**config.mk**
```make
export PLATFORM = sky130hd
export DESIGN_NAME = sdram_bist
export DESIGN_NICKNAME = d
export VERILOG_FILES = /design/src/rtl/sdram_bist.sv
export SDC_FILE = /design/constraint.sdc
export NUM_CORES = 1
export LEC_CHECK = 0
export ABC_AREA = 1
export CAP_MARGIN = 25
export CORE_MARGIN = 2
export CORE_UTILIZATION = 50
export CTS_CLUSTER_DIAMETER = 40
export DETAILED_ROUTE_END_ITERATION = 16
export DONT_BUFFER_PORTS = 1
export SETUP_SLACK_MARGIN = 0.1
export SYNTH_ARGS = -nofsm -noshare
export SYNTH_HDL_FRONTEND = slang
export SYNTH_SLANG_ARGS = --single-unit
```
**constraint.sdc**
```tcl
create_clock -name clk -period 4.9 [get_ports clk]
set_input_delay 0.98 -clock clk [delete_from_list [all_inputs] [get_ports clk]]
set_output_delay 0.98 -clock clk [all_outputs]
set_load 0.02 [all_outputs]
```
**src/rtl/sdram_bist.sv**
```systemverilog
// sdram_bist: SDRAM built-in self-test sequencer.
// The sequencer writes a pattern over [addr_first..addr_last], then reads the
// range back and compares each word against the same pattern. It records the
// error count and the address/data of the first failing word.
//
// Optional feature macro: UART_REPORT_EN. When it is defined, an 8-byte summary
// frame goes out on tx_byte/tx_en before done. When it is undefined, tx_byte and
// tx_en are tied to 0 and tx_ready is ignored.
//
// Ports:
//   clk, rst            clock; synchronous active-low reset
//   start               one-cycle pulse, starts a run when idle
//   mode                pattern: 0 incr, 1 addr-as-data, 2 walking one, 3 LFSR
//   stop_on_error       end the run at the first miscompare
//   addr_first/last     inclusive address range, sampled at start
//   busy, done          run in progress / one-cycle end pulse
//   fail, timeout       error seen / read timeout seen (held until next start)
//   err_count           saturating error count
//   first_err_addr/data address and read data of the first error
//   mem_cmd_*           command port to the SDRAM controller
//   mem_rd_data/valid   read return from the SDRAM controller
//   tx_byte/tx_en/tx_ready  UART report interface
module sdram_bist #(
    parameter int unsigned ADDR_W     = 23,
    parameter int unsigned DATA_W     = 32,
    parameter int unsigned ERR_W      = 16,
    parameter logic [31:0] LFSR_SEED  = 32'hACE1_0001,
    parameter int unsigned RD_TIMEOUT = 1024
) (
    input  logic              clk,
    input  logic              rst,
    input  logic              start,
    input  logic [1:0]        mode,
    input  logic              stop_on_error,
    input  logic [ADDR_W-1:0] addr_first,
    input  logic [ADDR_W-1:0] addr_last,
    output logic              busy,
    output logic              done,
    output logic              fail,
    output logic              timeout,
    output logic [ERR_W-1:0]  err_count,
    output logic [ADDR_W-1:0] first_err_addr,
    output logic [DATA_W-1:0] first_err_data,
    input  logic              mem_cmd_ready,
    output logic              mem_cmd_enable,
    output logic              mem_cmd_wr,
    output logic [ADDR_W-1:0] mem_cmd_address,
    output logic [DATA_W-1:0] mem_cmd_data,
    input  logic [DATA_W-1:0] mem_rd_data,
    input  logic              mem_rd_valid,
    output logic [7:0]        tx_byte,
    output logic              tx_en,
    input  logic              tx_ready
);

    localparam int unsigned TMR_W     = $clog2(RD_TIMEOUT + 1);
    localparam logic [31:0] LFSR_TAPS = 32'h8020_0003;  // taps 32,22,2,1

`ifdef UART_REPORT_EN
    typedef enum logic [2:0] {
        S_IDLE, S_WR_REQ, S_WR_ACK, S_RD_REQ, S_RD_DATA, S_REPORT, S_DONE
    } state_t;
`else
    typedef enum logic [2:0] {
        S_IDLE, S_WR_REQ, S_WR_ACK, S_RD_REQ, S_RD_DATA, S_DONE
    } state_t;
`endif

    state_t            state, state_nx;
    logic              busy_nx, done_nx, fail_nx, timeout_nx;
    logic [ERR_W-1:0]  err_count_nx;
    logic [ADDR_W-1:0] first_err_addr_nx;
    logic [DATA_W-1:0] first_err_data_nx;
    logic              mem_cmd_enable_nx, mem_cmd_wr_nx;
    logic [ADDR_W-1:0] mem_cmd_address_nx;
    logic [DATA_W-1:0] mem_cmd_data_nx;

    // Run configuration latched at start
    logic [1:0]        mode_q, mode_nx;
    logic              stop_q, stop_nx;
    logic [ADDR_W-1:0] first_q, first_nx, last_q, last_nx;

    // Pattern generators; all three step together once per access
    logic [DATA_W-1:0] inc_q, inc_nx, walk_q, walk_nx;
    logic [31:0]       lfsr_q, lfsr_nx;
    logic [TMR_W-1:0]  tmr_q, tmr_nx;

    logic              finish, advance, err_hit, err_to;
    logic [DATA_W-1:0] err_data, rd_exp;
    logic [DATA_W-1:0] inc_step, walk_step;
    logic [31:0]       lfsr_step;
    logic [ADDR_W-1:0] addr_inc;

`ifdef UART_REPORT_EN
    logic [2:0]  rep_idx, rep_idx_nx;
    logic [1:0]  rep_ph, rep_ph_nx;
    logic [7:0]  tx_byte_nx, rep_byte;
    logic        tx_en_nx;
    logic [15:0] err16;
    logic [23:0] addr24;
`else
    logic unused_tx_ready;
    assign unused_tx_ready = tx_ready;
    assign tx_byte         = 8'd0;
    assign tx_en           = 1'b0;
`endif

    // Galois right-shift LFSR step
    function automatic logic [31:0] lfsr_adv(input logic [31:0] s);
        return s[0] ? ((s >> 1) ^ LFSR_TAPS) : (s >> 1);
    endfunction

    // Pattern word selected by mode from the generator values for this access
    function automatic logic [DATA_W-1:0] pattern(input logic [1:0] m,
                                                  input logic [ADDR_W-1:0] a,
                                                  input logic [DATA_W-1:0] inc,
                                                  input logic [DATA_W-1:0] walk,
                                                  input logic [31:0] lfsr);
        case (m)
            2'd0:    return inc;
            2'd1:    return DATA_W'(a);
            2'd2:    return walk;
            default: return DATA_W'(lfsr);
        endcase
    endfunction

`ifdef UART_REPORT_EN
    // Summary frame byte selection
    always_comb begin
        err16  = 16'(err_count);
        addr24 = 24'(first_err_addr);
        case (rep_idx)
            3'd0:    rep_byte = 8'hA5;
            3'd1:    rep_byte = {6'b0, timeout, fail};
            3'd2:    rep_byte = err16[15:8];
            3'd3:    rep_byte = err16[7:0];
            3'd4:    rep_byte = addr24[23:16];
            3'd5:    rep_byte = addr24[15:8];
            3'd6:    rep_byte = addr24[7:0];
            default: rep_byte = 8'h5A;
        endcase
    end
`endif

    // Next-state and next-output logic
    always_comb begin
        state_nx           = state;
        busy_nx            = busy;
        done_nx            = 1'b0;
        fail_nx            = fail;
        timeout_nx         = timeout;
        err_count_nx       = err_count;
        first_err_addr_nx  = first_err_addr;
        first_err_data_nx  = first_err_data;
        mem_cmd_enable_nx  = mem_cmd_enable;
        mem_cmd_wr_nx      = mem_cmd_wr;
        mem_cmd_address_nx = mem_cmd_address;
        mem_cmd_data_nx    = mem_cmd_data;
        mode_nx            = mode_q;
        stop_nx            = stop_q;
        first_nx           = first_q;
        last_nx            = last_q;
        inc_nx             = inc_q;
        walk_nx            = walk_q;
        lfsr_nx            = lfsr_q;
        tmr_nx             = tmr_q;
        finish             = 1'b0;
        advance            = 1'b0;
        err_hit            = 1'b0;
        err_to             = 1'b0;
        err_data           = '0;
`ifdef UART_REPORT_EN
        rep_idx_nx         = rep_idx;
        rep_ph_nx          = rep_ph;
        tx_byte_nx         = tx_byte;
        tx_en_nx           = 1'b0;
`endif
        inc_step  = inc_q + DATA_W'(1);
        walk_step = {walk_q[DATA_W-2:0], walk_q[DATA_W-1]};
        lfsr_step = lfsr_adv(lfsr_q);
        addr_inc  = mem_cmd_address + ADDR_W'(1);
        rd_exp    = pattern(mode_q, mem_cmd_address, inc_q, walk_q, lfsr_q);

        case (state)
            S_IDLE: begin
                if (start) begin
                    mode_nx            = mode;
                    stop_nx            = stop_on_error;
                    first_nx           = addr_first;
                    last_nx            = addr_last;
                    fail_nx            = 1'b0;
                    timeout_nx         = 1'b0;
                    err_count_nx       = '0;
                    first_err_addr_nx  = '0;
                    first_err_data_nx  = '0;
                    inc_nx             = DATA_W'(LFSR_SEED);
                    walk_nx            = DATA_W'(1);
                    lfsr_nx            = LFSR_SEED;
                    mem_cmd_address_nx = addr_first;
                    if (addr_first > addr_last) begin
                        fail_nx = 1'b1;
                        finish  = 1'b1;
                    end else begin
                        busy_nx           = 1'b1;
                        state_nx          = S_WR_REQ;
                        mem_cmd_enable_nx = 1'b1;
                        mem_cmd_wr_nx     = 1'b1;
                        mem_cmd_data_nx   = pattern(mode, addr_first, DATA_W'(LFSR_SEED),
                                                    DATA_W'(1), LFSR_SEED);
                    end
                end
            end
            S_WR_REQ: begin
                if (mem_cmd_ready) begin
                    mem_cmd_enable_nx = 1'b0;
                    state_nx          = S_WR_ACK;
                end
            end
            S_WR_ACK: begin
                if (mem_cmd_ready) begin
                    mem_cmd_enable_nx = 1'b1;
                    if (mem_cmd_address == last_q) begin
                        // Write pass complete: re-seed generators for the read pass
                        mem_cmd_wr_nx      = 1'b0;
                        mem_cmd_address_nx = first_q;
                        inc_nx             = DATA_W'(LFSR_SEED);
                        walk_nx            = DATA_W'(1);
                        lfsr_nx            = LFSR_SEED;
                        state_nx           = S_RD_REQ;
                    end else begin
                        mem_cmd_wr_nx      = 1'b1;
                        mem_cmd_address_nx = addr_inc;
                        inc_nx             = inc_step;
                        walk_nx            = walk_step;
                        lfsr_nx            = lfsr_step;
                        mem_cmd_data_nx    = pattern(mode_q, addr_inc, inc_step,
                                                     walk_step, lfsr_step);
                        state_nx           = S_WR_REQ;
                    end
                end
            end
            S_RD_REQ: begin
                if (mem_cmd_ready) begin
                    mem_cmd_enable_nx = 1'b0;
                    tmr_nx            = '0;
                    state_nx          = S_RD_DATA;
                end
            end
            S_RD_DATA: begin
                if (mem_rd_valid) begin
                    err_hit  = (mem_rd_data != rd_exp);
                    err_data = mem_rd_data;
                    advance  = 1'b1;
                end else if (tmr_q == TMR_W'(RD_TIMEOUT - 1)) begin
                    err_hit = 1'b1;
                    err_to  = 1'b1;
                    advance = 1'b1;
                end else begin
                    tmr_nx = tmr_q + TMR_W'(1);
                end
                if (err_hit) begin
                    // fail is still clear only before the first error of this run
                    if (!fail) begin
                        first_err_addr_nx = mem_cmd_address;
                        first_err_data_nx = err_data;
                    end
                    fail_nx = 1'b1;
                    if (err_to) timeout_nx = 1'b1;
                    if (err_count != '1) err_count_nx = err_count + ERR_W'(1);
                end
                if (advance) begin
                    if ((err_hit && stop_q) || (mem_cmd_address == last_q)) begin
                        finish = 1'b1;
                    end else begin
                        mem_cmd_enable_nx  = 1'b1;
                        mem_cmd_wr_nx      = 1'b0;
                        mem_cmd_address_nx = addr_inc;
                        inc_nx             = inc_step;
                        walk_nx            = walk_step;
                        lfsr_nx            = lfsr_step;
                        state_nx           = S_RD_REQ;
                    end
                end
            end
`ifdef UART_REPORT_EN
            S_REPORT: begin
                // Phases: 0 wait tx_ready, 1 tx_en high, 2 idle gap
                case (rep_ph)
                    2'd0: begin
                        if (tx_ready) begin
                            tx_en_nx   = 1'b1;
                            tx_byte_nx = rep_byte;
                            rep_ph_nx  = 2'd1;
                        end
                    end
                    2'd1: begin
                        if (rep_idx == 3'd7) begin
                            busy_nx  = 1'b0;
                            done_nx  = 1'b1;
                            state_nx = S_DONE;
                        end else begin
                            rep_ph_nx = 2'd2;
                        end
                    end
                    default: begin
                        rep_ph_nx  = 2'd0;
                        rep_idx_nx = rep_idx + 3'd1;
                    end
                endcase
            end
`endif
            S_DONE: begin
                state_nx = S_IDLE;
            end
            default: begin
                state_nx = S_IDLE;
            end
        endcase

        // Common end-of-run path
        if (finish) begin
            mem_cmd_enable_nx = 1'b0;
`ifdef UART_REPORT_EN
            busy_nx    = 1'b1;
            rep_idx_nx = 3'd0;
            rep_ph_nx  = 2'd0;
            state_nx   = S_REPORT;
`else
            busy_nx    = 1'b0;
            done_nx    = 1'b1;
            state_nx   = S_DONE;
`endif
        end
    end

    // State and output registers
    always_ff @(posedge clk) begin
        if (!rst) begin
            state           <= S_IDLE;
            busy            <= 1'b0;
            done            <= 1'b0;
            fail            <= 1'b0;
            timeout         <= 1'b0;
            err_count       <= '0;
            first_err_addr  <= '0;
            first_err_data  <= '0;
            mem_cmd_enable  <= 1'b0;
            mem_cmd_wr      <= 1'b0;
            mem_cmd_address <= '0;
            mem_cmd_data    <= '0;
            mode_q          <= 2'd0;
            stop_q          <= 1'b0;
            first_q         <= '0;
            last_q          <= '0;
            inc_q           <= '0;
            walk_q          <= '0;
            lfsr_q          <= '0;
            tmr_q           <= '0;
`ifdef UART_REPORT_EN
            rep_idx         <= 3'd0;
            rep_ph          <= 2'd0;
            tx_byte         <= 8'd0;
            tx_en           <= 1'b0;
`endif
        end else begin
            state           <= state_nx;
            busy            <= busy_nx;
            done            <= done_nx;
            fail            <= fail_nx;
            timeout         <= timeout_nx;
            err_count       <= err_count_nx;
            first_err_addr  <= first_err_addr_nx;
            first_err_data  <= first_err_data_nx;
            mem_cmd_enable  <= mem_cmd_enable_nx;
            mem_cmd_wr      <= mem_cmd_wr_nx;
            mem_cmd_address <= mem_cmd_address_nx;
            mem_cmd_data    <= mem_cmd_data_nx;
            mode_q          <= mode_nx;
            stop_q          <= stop_nx;
            first_q         <= first_nx;
            last_q          <= last_nx;
            inc_q           <= inc_nx;
            walk_q          <= walk_nx;
            lfsr_q          <= lfsr_nx;
            tmr_q           <= tmr_nx;
`ifdef UART_REPORT_EN
            rep_idx         <= rep_idx_nx;
            rep_ph          <= rep_ph_nx;
            tx_byte         <= tx_byte_nx;
            tx_en           <= tx_en_nx;
`endif
        end
    end

endmodule

```
# Word level (Yosys, flattened, before mapping)
# Cells that the tools add are included.
[op_classes]
add_sub_neg = 4
multipliers = 0
div_mod_pow = 0
n_lt_le_gt_ge = 1
n_eq_ne = 34
shift = 0
n_mux = 91
bitwise = 3
n_reduce_logical = 24
[op_table]
columns = ["op", "n"]
rows = [
  ["32-bit 2-to-1 mux", 23],
  ["32-bit case mux with 3 select lines", 5],
  ["32-bit case mux with 2 select lines", 3],
  ["23-bit 2-to-1 mux", 8],
  ["23-bit case mux with 3 select lines", 1],
  ["16-bit 2-to-1 mux", 3],
  ["23-bit case mux with 2 select lines", 1],
  ["11-bit 2-to-1 mux", 3],
  ["32-bit by 1-bit adder with 32-bit output (second input constant)", 1],
  ["32-bit inequality test", 1],
  ["16-bit case mux with 2 select lines", 1],
  ["2-bit inequality test (second input constant)", 14],
  ["1-bit 2-to-1 mux", 27],
  ["3-bit 2-to-1 mux", 8],
  ["23-bit by 1-bit adder with 23-bit output (second input constant)", 1],
  ["23-bit == test", 1],
  ["23-bit > comparator", 1],
  ["11-bit case mux with 2 select lines", 1],
  ["3-bit inequality test (second input constant)", 7],
  ["7-bit AND reduction", 3],
  ["16-bit by 1-bit adder with 16-bit output (second input constant)", 1],
  ["16-bit inequality test (second input constant)", 1],
  ["4-bit AND reduction", 4],
  ["3-bit case mux with 5 select lines", 1],
  ["26 further kinds", 37],
]
[totals]
ff_bits = 291
latch_bits = 0
ramBits = 0
mem_bits_ro = 0
elab_cells = 178
memories = 0

# Depth between registers and ports, before layout
[depth]
depth_word = 12
ltp_mapped = 23

# Worst setup path before layout
# No wires, ideal clock.
[synth_timing]
path_type = "input-to-reg"
startpoint = "input addr_last[8]"
endpoint = "register mem_cmd_data[14]"
setup_time_ns = 0.070
t_arrival_ns = 2.836
required_time_ns = 4.830
slack_ns = 1.994
stages = 16
n_path_buf = 1
path_cell_list = "inv_1 > ha_1 > a21oi_1 > nor2_1 > a211oi_1 > nor2_1 > o21ai_0 > nand3_1 > nand2_1 > inv_1 > nand2_1 > nand3_2 > inv_2 > clkbuf_1 > o211ai_1 > a21oi_1"
[synth_between]
elab_chain_len = 3
[synth_lines]
columns = ["element", "line", "rtl"]
rows = [
  ["start, declared", "36", "input logic [ADDR_W-1:0] addr_last,"],
  ["23-bit > comparator", "200", "if (addr_first > addr_last) begin"],
  ["2-bit inequality test (no line)", "--", ""],
  ["5-bit AND reduction (no line)", "--", ""],
  ["end signal, assigned", "377", "mem_cmd_data <= mem_cmd_data_nx;"],
  ["end, declared", "48", "output logic [DATA_W-1:0] mem_cmd_data,"],
]
# No other way between the ends.
# A chain may end at the register's enable or synchronous reset.

# Final worst setup path
[layout_timing]
startpoint = "register mode_q[1]"
endpoint = "register inc_q[23]"
[layout_between]
elab_chain_len = 9
word_cells_on_any_way = 11
[layout_lines]
columns = ["element", "line", "rtl"]
rows = [
  ["start, declared", "79", "logic [1:0] mode_q, mode_nx;"],
  ["start signal, assigned", "378", "mode_q <= mode_nx;"],
  ["2-bit == test, or another cell as far along", "119", "case (m)"],
  ["32-bit case mux with 3 select lines *", "119", ""],
  ["32-bit inequality test *", "251", "err_hit = (mem_rd_data != rd_exp);"],
  ["1-bit 2-to-1 mux *", "250", "if (mem_rd_valid) begin"],
  ["1-bit 2-to-1 mux *", "184", "case (state)"],
  ["1-bit logical AND *", "272", "if ((err_hit && stop_q) || (mem_cmd_address == last_q)) begin"],
  ["1-bit logical OR *", "272", ""],
  ["2-bit inequality test (no line) *", "--", ""],
  ["5-bit AND reduction (no line) *", "--", ""],
  ["end signal, assigned", "382", "inc_q <= inc_nx;"],
  ["end, declared", "84", "logic [DATA_W-1:0] inc_q, inc_nx, walk_q, walk_nx;"],
]
# Every way passes the cells marked *; elsewhere a longest branch is shown, timed or not. The select of a mux whose other input is x is not followed.

==> flow_results.xml <==
<?xml version="1.0" encoding="UTF-8"?>
<metrics>
  <group name="synthesis">
    <metric name="synth_top_family_by_area" unit="">simple AND/OR/NAND/NOR gates</metric>
    <metric name="number_of_standard_cells_after_synthesis" unit="">2369</metric>
    <metric name="synth_area_leaders" unit="">dfxtp_1 (37%), nand2_1 (13%), a21oi_1 (8.5%)</metric>
    <metric name="synth_mux_area_frac" unit="">0</metric>
    <metric name="yosys.area_share.adder" unit="">0.0229</metric>
    <metric name="synth-edff-count" unit="">0</metric>
    <metric name="synth_top_flop_cell" unit="">dfxtp_1</metric>
    <metric name="synth_xor_xnor_area_share" unit="">0.0437</metric>
    <metric name="post_synthesis_instance_area" unit="mm^2">0.0158</metric>
    <metric name="synth_warnings" unit="">0</metric>
    <metric name="simple_gate_area_share_of_the_yosys_netlist" unit="">0.306</metric>
    <metric name="synth-compound-area-share" unit="">0.166</metric>
    <metric name="synth-seq-area-share" unit="">0.368</metric>
    <metric name="synthMostInstantiatedCell" unit="">nand2_1</metric>
    <metric name="synth_largest_type_area_fraction" unit="">0.368</metric>
    <metric name="post_synthesis_cell_type_with_the_largest_combined_area" unit="">dfxtp_1</metric>
    <metric name="post_synth_most_frequent_cells" unit="">nand2_1 (537), dfxtp_1 (291), a21oi_1 (268)</metric>
    <metric name="synth.distinct_cells" unit="">48</metric>
    <metric name="yosys_register_bits" unit="">291</metric>
    <metric name="syn_avg_cell_area" unit="um^2">6.68</metric>
    <metric name="ys_async_sr_fraction" unit="">0</metric>
  </group>
  <group name="timing">
    <metric name="worst-slew-pin-transition" unit="ns">0.938</metric>
    <metric name="setup-tns-final" unit="ns">0</metric>
    <metric name="slew_headroom" unit="">0.375</metric>
    <metric name="fmaxAchievable" unit="MHz">239</metric>
    <metric name="fin_hold_ws" unit="ns">0.452</metric>
    <metric name="final_hold_vio_count" unit="">0</metric>
    <metric name="fin_worst_skew" unit="ns">0.0239</metric>
    <metric name="min_period" unit="ns">4.18</metric>
    <metric name="timing.final.crit_share" unit="">0.853</metric>
    <metric name="final_setup_vio_count" unit="">0</metric>
    <metric name="slew_viol_final" unit="">0</metric>
    <metric name="grt_setup_unrepaired" unit="">no</metric>
  </group>
  <group name="power">
    <metric name="irDropWorstVdd" unit="uV">389</metric>
    <metric name="p_clk_frac" unit="">0.305</metric>
    <metric name="leakagePower" unit="nW">6.87</metric>
    <metric name="comb_power_share" unit="">0.371</metric>
    <metric name="pwr_density_cell" unit="mW/mm^2">649</metric>
    <metric name="switching_share" unit="">0.452</metric>
    <metric name="netSwitchingPower" unit="mW">5.20</metric>
    <metric name="power_frac_seq" unit="">0.324</metric>
    <metric name="cell_internal_pwr" unit="mW">6.29</metric>
  </group>
  <group name="cells_and_area">
    <metric name="fin_nets" unit="">2427</metric>
    <metric name="count_of_inserted_antenna_diode_cells" unit="">0</metric>
    <metric name="drive_gt1_frac" unit="">0.0690</metric>
    <metric name="area_growth" unit="%">12.0</metric>
    <metric name="fillers" unit="">3152</metric>
  </group>
  <group name="routing">
    <metric name="number_of_drc_markers_after_the_initial_detailed_route_iteration" unit="">1583</metric>
    <metric name="drtAntennaViolNets" unit="">0</metric>
    <metric name="detail_route.wirelength" unit="um">57200</metric>
    <metric name="vias_per_cell" unit="">5.88</metric>
    <metric name="first_pass_iters" unit="">6</metric>
    <metric name="detail_route.drc_violations" unit="">0</metric>
    <metric name="dr_total_vias" unit="">16173</metric>
    <metric name="wl_per_cell" unit="um">20.8</metric>
  </group>
  <group name="clock_tree">
    <metric name="resize_count_post_cts" unit="">0</metric>
    <metric name="clk_root_buffer_cell" unit="">clkbuf_16</metric>
    <metric name="numClockSinks" unit="">291</metric>
    <metric name="worstSkewPairLatency" unit="ns">0.56</metric>
    <metric name="cts_post_setup_buffers_inserted" unit="">0</metric>
    <metric name="ctsLongestPathBuffers" unit="">3</metric>
    <metric name="hold_buffers" unit="">0</metric>
    <metric name="cts-buffers-inserted" unit="">46</metric>
    <metric name="clock_pin_transition_on_the_worst_setup_and_hold_timing_paths" unit="ns">0.05</metric>
    <metric name="cts_tree" unit="">yes</metric>
    <metric name="ctsHtreeMaxLevel" unit="">2</metric>
  </group>
  <group name="setup_path">
    <metric name="crit_fanout" unit="">48</metric>
    <metric name="critical_path_buf_inv_count" unit="">3</metric>
    <metric name="path_cells" unit="">buf_12 -&gt; nand2_2 -&gt; inv_2 -&gt; nand2_1 -&gt; nand4_1 -&gt; nand2_1 -&gt; inv_1 -&gt; nand2_1 -&gt; nor2_1 -&gt; nand2_1 -&gt; nor2_1 -&gt; nand2_1 -&gt; nand4_1 -&gt; nand2_2 -&gt; nor2_2 -&gt; nand2_4 -&gt; nor2_2 -&gt; a21oi_1</metric>
    <metric name="worst_setup_path_start_kind" unit="">flip-flop</metric>
    <metric name="cp_data_arrival_time" unit="ns">4.58</metric>
    <metric name="worst_setup_path_end_kind" unit="">flip-flop</metric>
    <metric name="crit_slowest_cell" unit="">nor2_2</metric>
    <metric name="critical-path-max-stage-delay" unit="ns">0.54</metric>
    <metric name="crit_type" unit="">flip-flop to flip-flop</metric>
    <metric name="critical-path-top-cell-by-count" unit="">nand2_1</metric>
    <metric name="worst_ep_required_time" unit="ns">5.30</metric>
    <metric name="worst_path_dominant_cell_family" unit="">simple AND/OR/NAND/NOR gates</metric>
  </group>
  <group name="global_routing">
    <metric name="grt_max_degree" unit="">122</metric>
    <metric name="grtUsageTotal" unit="">0.337</metric>
    <metric name="grt.overflow.total" unit="">0</metric>
    <metric name="first_pass_grt_wire_length" unit="um">87400</metric>
    <metric name="via_count_of_the_first_global_routing_pass" unit="">14727</metric>
    <metric name="initial_antenna_violation_count" unit="">0</metric>
  </group>
  <group name="placed_design">
    <metric name="detailedPlacementHpwl" unit="um">40700</metric>
    <metric name="place.port_buffers" unit="">0</metric>
    <metric name="routabilityCongestion" unit="">0.978</metric>
  </group>
  <group name="floorplanning">
    <metric name="width_of_the_chip" unit="um">182</metric>
    <metric name="initial_cell_density_of_the_core" unit="">0.504</metric>
    <metric name="row_count" unit="">65</metric>
    <metric name="core" unit="mm^2">0.0314</metric>
    <metric name="die_area" unit="mm^2">0.0331</metric>
    <metric name="ios" unit="">228</metric>
    <metric name="die_h" unit="um">182</metric>
  </group>
  <group name="min_path">
    <metric name="holdCritPathClass" unit="">flip-flop to flip-flop</metric>
  </group>
  <group name="flow_run">
    <metric name="drv.max_cap_violation_count" unit="">0</metric>
  </group>
  <group name="run_status">
    <metric name="outcome" unit="">finished, final reports clean</metric>
  </group>
</metrics>
## cells in the final DEF (no fill, tap or decap), drive strengths merged, types with 2 or more instances in the layout
| master | Yosys | final |
|---|---|---|
| a211oi | 2 | 2 |
| a21o | 2 | 2 |
| a21oi | 268 | 268 |
| a221oi | 3 | 3 |
| a311oi | 4 | 4 |
| a31oi | 6 | 6 |
| buf | 61 | 42 |
| bufinv | 0 | 8 |
| clkbuf | 95 | 53 |
| clkinv | 5 | 14 |
| clkinvlp | 0 | 7 |
| conb | 1 | 9 |
| dfxtp | 291 | 291 |
| ha | 29 | 29 |
| inv | 193 | 200 |
| nand2 | 541 | 541 |
| nand3 | 244 | 244 |
| nand3b | 3 | 3 |
| nand4 | 57 | 57 |
| nor2 | 223 | 223 |
| nor3 | 42 | 42 |
| nor4 | 10 | 10 |
| o2111ai | 3 | 3 |
| o211ai | 17 | 17 |
| o21ai | 148 | 148 |
| o221a | 2 | 2 |
| o221ai | 20 | 20 |
| o22ai | 3 | 3 |
| or2 | 8 | 8 |
| xnor2 | 22 | 22 |
| xor2 | 57 | 57 |
## power groups by stage
stage / Combinational (mW) / Clock [mW] / Sequential, mW
detailed placement: 4.16 / 0 / 3.77
global placement: 4.10 / 0 / 3.76
CTS: 4.18 / 3.54 / 3.72
global route: 4.68 / 3.66 / 3.78
finish: 4.26 / 3.50 / 3.73
floorplan: 3.03 / 0 / 3.59
## per-layer routing
| metal | routed length (um) | part of all wire | vias up | global-route usage |
|---|---|---|---|---|
| met2 | 24300 | 0.43 | 809 | 0.506 |
| met4 | 1410 | 0.025 | 0 | 0.101 |
| met3 | 6240 | 0.11 | 112 | 0.0854 |
| li1 | - | - | 7772 | - |
| met5 | 0 | 0 | - | 0 |
| met1 | 25200 | 0.44 | 7480 | 0.477 |
## area by class of cell
type	count	area, um^2	share of cell area
well taps	402	503	0.0284
repair buffers	42	393	0.0222
clock buffers	53	1240	0.0699
inverters	198	746	0.0421
clock inverters	31	424	0.0239
multi-input cells	1732	8590	0.485
flip-flops and latches	291	5830	0.329
## final timing paths
path	slack [ns]	cells after the start	start	end
setup / recovery	0.72	18	mode_q[1]	inc_q[23]
hold / removal	0.45	2	first_q[21]	first_q[21]
setup reg to reg	0.72	18	mode_q[1]	inc_q[23]
hold reg to reg	0.45	2	first_q[21]	first_q[21]
## through the flow
step	instances	worst slack, ns	util	power [mW]	instance area, um^2
4_1_cts	2749	0.840	0.565	11.4	17700
3_5_place_dp	2665	0.845	0.512	7.93	16100
6_report	2749	0.719	0.565	11.5	17700
3_3_place_gp	2663	0.897	0.510	7.86	16000
2_1_floorplan	2377	1.99	-	6.62	15900
5_1_grt	2749	0.521	0.565	12.1	17700
## cells by family after synthesis
family,Yosys count
AO/OA/AOI/OAI,484
XOR/XNOR,79
adder cells (fa/ha/maj),29
buffers and inverters,354
flip-flops,291
other,1
AND/OR/NAND/NOR,1131
## worst register-to-register path, stage by stage (launching register included)
cell and delay, ns:
dfxtp_1 0.41, buf_12 0.27, nand2_2 0.23, inv_2 0.46
nand2_1 0.36, nand4_1 0.21, nand2_1 0.06, inv_1 0.04
nand2_1 0.04, nor2_1 0.10, nand2_1 0.05, nor2_1 0.11
nand2_1 0.16, nand4_1 0.15, nand2_2 0.11, nor2_2 0.18
nand2_4 0.39, nor2_2 0.58, a21oi_1 0.12
## state kept, by name, indices dropped and copies added (netlist names), 2 cells and up
name and cells:
first_q 23, last_q 23, err_count 16, mem_cmd_data 32, first_err_data 32, tmr_q 11
walk_q 32, inc_q 32, state 3, first_err_addr 23, mem_cmd_address 23, mode_q 2
lfsr_q 32
Note: power is estimated with default switching activity, not from simulation.
